## config.mk

```make
export PLATFORM = sky130hd
export DESIGN_NAME = muldiv_sequencer
export DESIGN_NICKNAME = d
export VERILOG_FILES = /design/src/rtl/muldiv_sequencer.sv
export SDC_FILE = /design/constraint.sdc
export NUM_CORES = 1
export LEC_CHECK = 0
export ABC_AREA = 1
export ABC_CLOCK_PERIOD_IN_PS = 12000
export CAP_MARGIN = 20
export CORE_UTILIZATION = 50
export DETAILED_ROUTE_END_ITERATION = 10
export PLACE_DENSITY = 0.69
export SLEW_MARGIN = 30
export SYNTH_ARGS = -nofsm -noshare
export SYNTH_HDL_FRONTEND = slang
export SYNTH_SLANG_ARGS = --single-unit
```

## constraint.sdc

```tcl
create_clock -name CLK -period 12 [get_ports CLK]
set_input_delay 3 -clock CLK [delete_from_list [all_inputs] [get_ports CLK]]
set_output_delay 3 -clock CLK [all_outputs]
set_load 0.01 [all_outputs]
```

## src/rtl/muldiv_sequencer.sv

```systemverilog
// Iterative multiply/divide unit for the multicycle MIPS core: one bit per cycle,
// shift-add multiply and restoring divide on operand magnitudes, sign fix-up at the end.
module muldiv_sequencer #(
  parameter int WIDTH = 32
) (
  input  logic             CLK,
  input  logic             RST,
  input  logic             start,
  input  logic [1:0]       op,
  input  logic [WIDTH-1:0] rs_val,
  input  logic [WIDTH-1:0] rt_val,
  output logic             busy,
  output logic             done,
  output logic             hl_we,
  output logic [WIDTH-1:0] hi_out,
  output logic [WIDTH-1:0] lo_out,
  output logic             div0
);

  localparam int W2    = 2 * WIDTH;
  localparam int CNT_W = (WIDTH > 1) ? $clog2(WIDTH) : 1;
  localparam logic [CNT_W-1:0] CNT_LAST = CNT_W'(WIDTH - 1);

  typedef enum logic [2:0] {S_IDLE, S_PREP, S_RUN, S_FIX, S_DONE} state_t;

  function automatic logic [WIDTH-1:0] mag(input logic [WIDTH-1:0] v, input logic sgn);
    logic signed [WIDTH-1:0] sv;
    sv = $signed(v);
    return (sgn && (sv < 0)) ? -v : v;
  endfunction

  function automatic logic [WIDTH-1:0] neg_w(input logic [WIDTH-1:0] v, input logic n);
    return n ? -v : v;
  endfunction

  function automatic logic [W2-1:0] neg_2w(input logic [W2-1:0] v, input logic n);
    return n ? -v : v;
  endfunction

  state_t           state_q;
  logic [CNT_W-1:0] cnt_q;
  logic             busy_q, done_q, div0_q;
  logic [WIDTH-1:0] hi_q, lo_q;

  logic [1:0]       op_q;
  logic [WIDTH-1:0] a_q, b_q, dv_q;
  logic [W2:0]      acc_q;
  logic             negq_q, negr_q;

  logic             is_div, is_sgn, dz;
  logic [WIDTH:0]   mul_hi, trial;
  logic [W2:0]      div_sh, acc_d;
  logic [W2-1:0]    prod_fix;
  logic [WIDTH-1:0] quot_fix, rem_fix;

  assign is_div = op_q[1];
  assign is_sgn = ~op_q[0];
  assign dz     = is_div && (b_q == '0);

  // One iteration: acc holds {partial product, multiplier} or {remainder, quotient}.
  always_comb begin
    mul_hi = acc_q[W2:WIDTH] + {1'b0, dv_q};
    div_sh = {acc_q[W2-1:0], 1'b0};
    trial  = div_sh[W2:WIDTH] - {1'b0, dv_q};
    acc_d  = div_sh;
    if (is_div) begin
      if (!trial[WIDTH]) acc_d = {trial, div_sh[WIDTH-1:1], 1'b1};
    end else if (acc_q[0]) begin
      acc_d = {1'b0, mul_hi, acc_q[WIDTH-1:1]};
    end else begin
      acc_d = {1'b0, acc_q[W2:1]};
    end
  end

  assign prod_fix = neg_2w(acc_q[W2-1:0], negq_q);
  assign quot_fix = neg_w(acc_q[WIDTH-1:0], negq_q);
  assign rem_fix  = neg_w(acc_q[W2-1:WIDTH], negr_q);

  // Datapath registers carry no reset; they are always loaded before use.
  always_ff @(posedge CLK) begin
    case (state_q)
      S_IDLE: begin
        if (start) begin
          op_q <= op;
          a_q  <= rs_val;
          b_q  <= rt_val;
        end
      end
      S_PREP: begin
        negq_q <= is_sgn & (a_q[WIDTH-1] ^ b_q[WIDTH-1]);
        negr_q <= is_sgn & a_q[WIDTH-1];
        dv_q   <= is_div ? mag(b_q, is_sgn) : mag(a_q, is_sgn);
        acc_q  <= {{(WIDTH+1){1'b0}}, (is_div ? mag(a_q, is_sgn) : mag(b_q, is_sgn))};
      end
      S_RUN:   acc_q <= acc_d;
      default: ;
    endcase
  end

  always_ff @(posedge CLK or negedge RST) begin
    if (!RST) begin
      state_q <= S_IDLE;
      cnt_q   <= '0;
      busy_q  <= 1'b0;
      done_q  <= 1'b0;
      div0_q  <= 1'b0;
      hi_q    <= '0;
      lo_q    <= '0;
    end else begin
      case (state_q)
        S_IDLE: begin
          done_q <= 1'b0;
          if (start) begin
            state_q <= S_PREP;
            busy_q  <= 1'b1;
          end
        end
        S_PREP: begin
          cnt_q <= '0;
          if (dz) begin
            state_q <= S_DONE;
            done_q  <= 1'b1;
            div0_q  <= 1'b1;
            hi_q    <= a_q;
            lo_q    <= '1;
          end else begin
            state_q <= S_RUN;
          end
        end
        S_RUN: begin
          cnt_q <= cnt_q + 1'b1;
          if (cnt_q == CNT_LAST) state_q <= S_FIX;
        end
        S_FIX: begin
          state_q <= S_DONE;
          cnt_q   <= '0;
          done_q  <= 1'b1;
          div0_q  <= 1'b0;
          hi_q    <= is_div ? rem_fix  : prod_fix[W2-1:WIDTH];
          lo_q    <= is_div ? quot_fix : prod_fix[WIDTH-1:0];
        end
        S_DONE: begin
          state_q <= S_IDLE;
          busy_q  <= 1'b0;
          done_q  <= 1'b0;
        end
        default: begin
          state_q <= S_IDLE;
          busy_q  <= 1'b0;
          done_q  <= 1'b0;
        end
      endcase
    end
  end

  assign busy   = busy_q;
  assign done   = done_q;
  assign hl_we  = done_q;
  assign div0   = div0_q;
  assign hi_out = hi_q;
  assign lo_out = lo_q;

endmodule
```

==> impl_metrics.toml <==
[run_status]
status = "finished clean"

[logic_synthesis]
synth.mux.area_fraction_pct = 0
syn-mean-instance-area_um2 = 6.57
synth_cell_types = 50
synth_nets = 3140
synth_compound_area_share_pct = 13.1
synth_top_flop_cell = "edfxtp_1"
syn_inst = 2999
synth-simple-area-share_pct = 33.3
synth_adder_area_share_pct = 4.65
synth_edf_count = 165
async_flop_share_pct = 31.3
synth_xor_area_share_pct = 3.74
syn_area_um2 = 19700
synth_top_family_by_area = "simple AND/OR/NAND/NOR gates"
ys_warn_count = 0
synth_seq_cells = 240
yosysSeqAreaShare_pct = 34.7

[detailed_routing]
drtIter0Drc = 2352
wl_per_cell_um = 20.8
vias_per_cell = 5.70
dr_total_vias = 20695
wl_um = 75600
remaining_drc_errors = 0
antenna_left = 0
dr.pass1.iters = 6

[clock_network]
htree_levels = 1
cts-hold-fix-buffers = 0
postCtsResizedCells = 0
clk_latency_ns = 0.59
cts_root_buf = "clkbuf_16"
cts_buffer_depth = 3
cts_setup_buffers = 0
numCtsBuffers = 28
cts_sinks = 240
clkTransAtPathRegs_ns = 0.06
cts_tree = "yes"

[worst_setup_path]
cp-end-kind = "output port"
cp.depth = 1
critPathSlowestCell = "clkdlybuf4s50_1"
crit_path_end = "done"
reg2regPathDepth = 9
timing.rr.end = "hi_out[15]$_DFFE_PN0P_"
rrSetupSlack_ns = 8.13
critPathMaxStageDelay_ns = 0.56
critPathLaunch = "done$_DFFE_PN0P_"
cp_max_fo = 3
rr_startpoint = "op_q[1]$_DFFE_PP_"
path_cells = "clkdlybuf4s50_1"
cp_num_buf_inv = 1
cp.arrival_ns = 1.52
cp.required_ns = 9.00
path_delay_family = "buffers and inverters"
startpoint_type = "flop"
crit_type = "reg2out"

[sta]
skew_ns = 0.0321
slew_violations = 0
final-setup-viol-count = 0
hold_viol_final = 0
setup_tns_ns = 0
rsz0062_at_grt = "false"
min_period_ns = 4.52
relSlewSlack_pct = 35.7
worst_slew_pin_slew_ns = 0.954
timing.fmax_mhz = 221
hold_slack_ns = 0.479
timing.final.crit_share_pct = 37.7

[die]
design.core.area_um2 = 38700
placementRows = 72
start_util_pct = 50.8
io_pins = 137
design.die.area_um2 = 40200
die_w_um = 200
die_h_um = 200

[final_layout]
diodes = 0
final_common_cell = "nand2_1"
syn2layout_area_growth_pct = 13.9
final_net_count = 3230
drive_above_1_share_pct = 3.47
mostFrequentLayoutCells = "nand2_1, inv_1, nor2_1"
finalInstanceArea_um2 = 22400

[grt]
grt_overflow = 0
grtUsageTotal_pct = 37.2
grt_pass1_wl_um = 113000
antenna_found_initial = 3
grt_max_degree = 84
grt_pass1_vias = 19052

[run]
cap_violations = 0

[power]
peakVddDrop_uv = 321
power-per-cell-area_nw_per_um2 = 314
leakage_nw = 10.6

[place]
routabilityCongestion = 1.06
placed_area_um2 = 21400
io_buffer_count = 136
dpl.hpwl_um = 60600

[min_path]
hp-class = "reg2reg"
power breakdown:
| group | total [W] | switching, W | internal, W |
|---|---|---|---|
| combinational | 0.00431 | 0.00295 | 0.00135 |
| sequential | 0.00181 | 0.000453 | 0.00136 |
| clock | 0.000931 | 0.000373 | 0.000558 |
worst min path at each step:
stage          slack [ns]  cells past startpoint                endpoint                   start
6_report             0.48                      2  hi_out[27]$_DFFE_PN0P_  hi_out[27]$_DFFE_PN0P_
3_5_place_dp         0.47                      2  hi_out[29]$_DFFE_PN0P_  hi_out[29]$_DFFE_PN0P_
3_3_place_gp         0.46                      2   hi_out[1]$_DFFE_PN0P_   hi_out[1]$_DFFE_PN0P_
4_1_cts              0.48                      2  hi_out[27]$_DFFE_PN0P_  hi_out[27]$_DFFE_PN0P_
5_1_grt              0.50                      2  hi_out[13]$_DFFE_PN0P_  hi_out[13]$_DFFE_PN0P_
2_1_floorplan        0.47                      1    cnt_q[4]$_DFFE_PN0N_    cnt_q[4]$_DFFE_PN0N_
synthesized netlist by cell type (6+ instances only):
cell type    n  share of area (%)
nor2_2       9               0.29
ha_1        70                4.4
buf_2       13               0.33
edfxtp_1   165                 25
o21ai_1      6               0.15
dfrtp_1     75                9.5
or2_2        7               0.22
and2_1       6               0.19
a21oi_1    190                4.8
clkbuf_1    53                1.0
nand3_1    242                6.2
o22ai_1     14               0.44
nor3_1      36               0.92
nand2_1    928                 18
o211ai_1    16               0.61
nand2_2      8               0.25
a31oi_1     16               0.51
xnor2_1      9               0.40
inv_1      433                8.3
nand4_1     29               0.92
o21ai_0    229                5.8
buf_1       16               0.31
xor2_1      75                3.3
buf_6        7               0.40
nor2_1     297                5.7
sequential cells by signal (all words and copies together), names as in the netlist:
| signal | count |
|---|---|
| div0 | 1 |
| busy | 1 |
| hi_out | 32 |
| acc_q | 65 |
| done | 1 |
| b_q | 32 |
| state_q | 3 |
| dv_q | 32 |
| negr_q | 1 |
| op_q | 2 |
| cnt_q | 5 |
| negq_q | 1 |
| lo_out | 32 |
| a_q | 32 |
per-stage QoR:
stage / power, W / instances / utilization, % / setup slack [ns]
after floorplan: 0.00447 / 2999 / - / 5.72
after global placement: 0.00593 / 3577 / 55.3 / 7.31
after detailed placement: 0.00599 / 3577 / 55.3 / 7.26
after CTS: 0.00693 / 3629 / 57.9 / 7.46
after global routing: 0.00754 / 3629 / 57.9 / 7.45
final: 0.00705 / 3629 / 57.9 / 7.48
area by class of cell:
class	count	area, um2
Timing Repair Buffer	151	1480
Tap cell	518	648
Inverter	439	1650
Multi-Input combinational cell	2229	10800
Sequential cell	240	6830
Clock buffer	33	751
Clock inverter	19	251
Fill cell	3776	16300
layer usage:
layer  vias up  wire length, um  GRT usage, %
li1       9889                -             -
met5         -               26             0
met4         4             4010          17.6
met3       193             8360          8.51
met1      9496            30400          49.4
met2      1113            32800          57.4
cells by family after synthesis:
group	count (synthesis)
XOR/XNOR	84
flip-flops	240
buffers and inverters	530
AND/OR/NAND/NOR	1583
AO/OA/AOI/OAI	490
adder cells (fa/ha/maj)	72
Power figures use the tool's default switching activity.
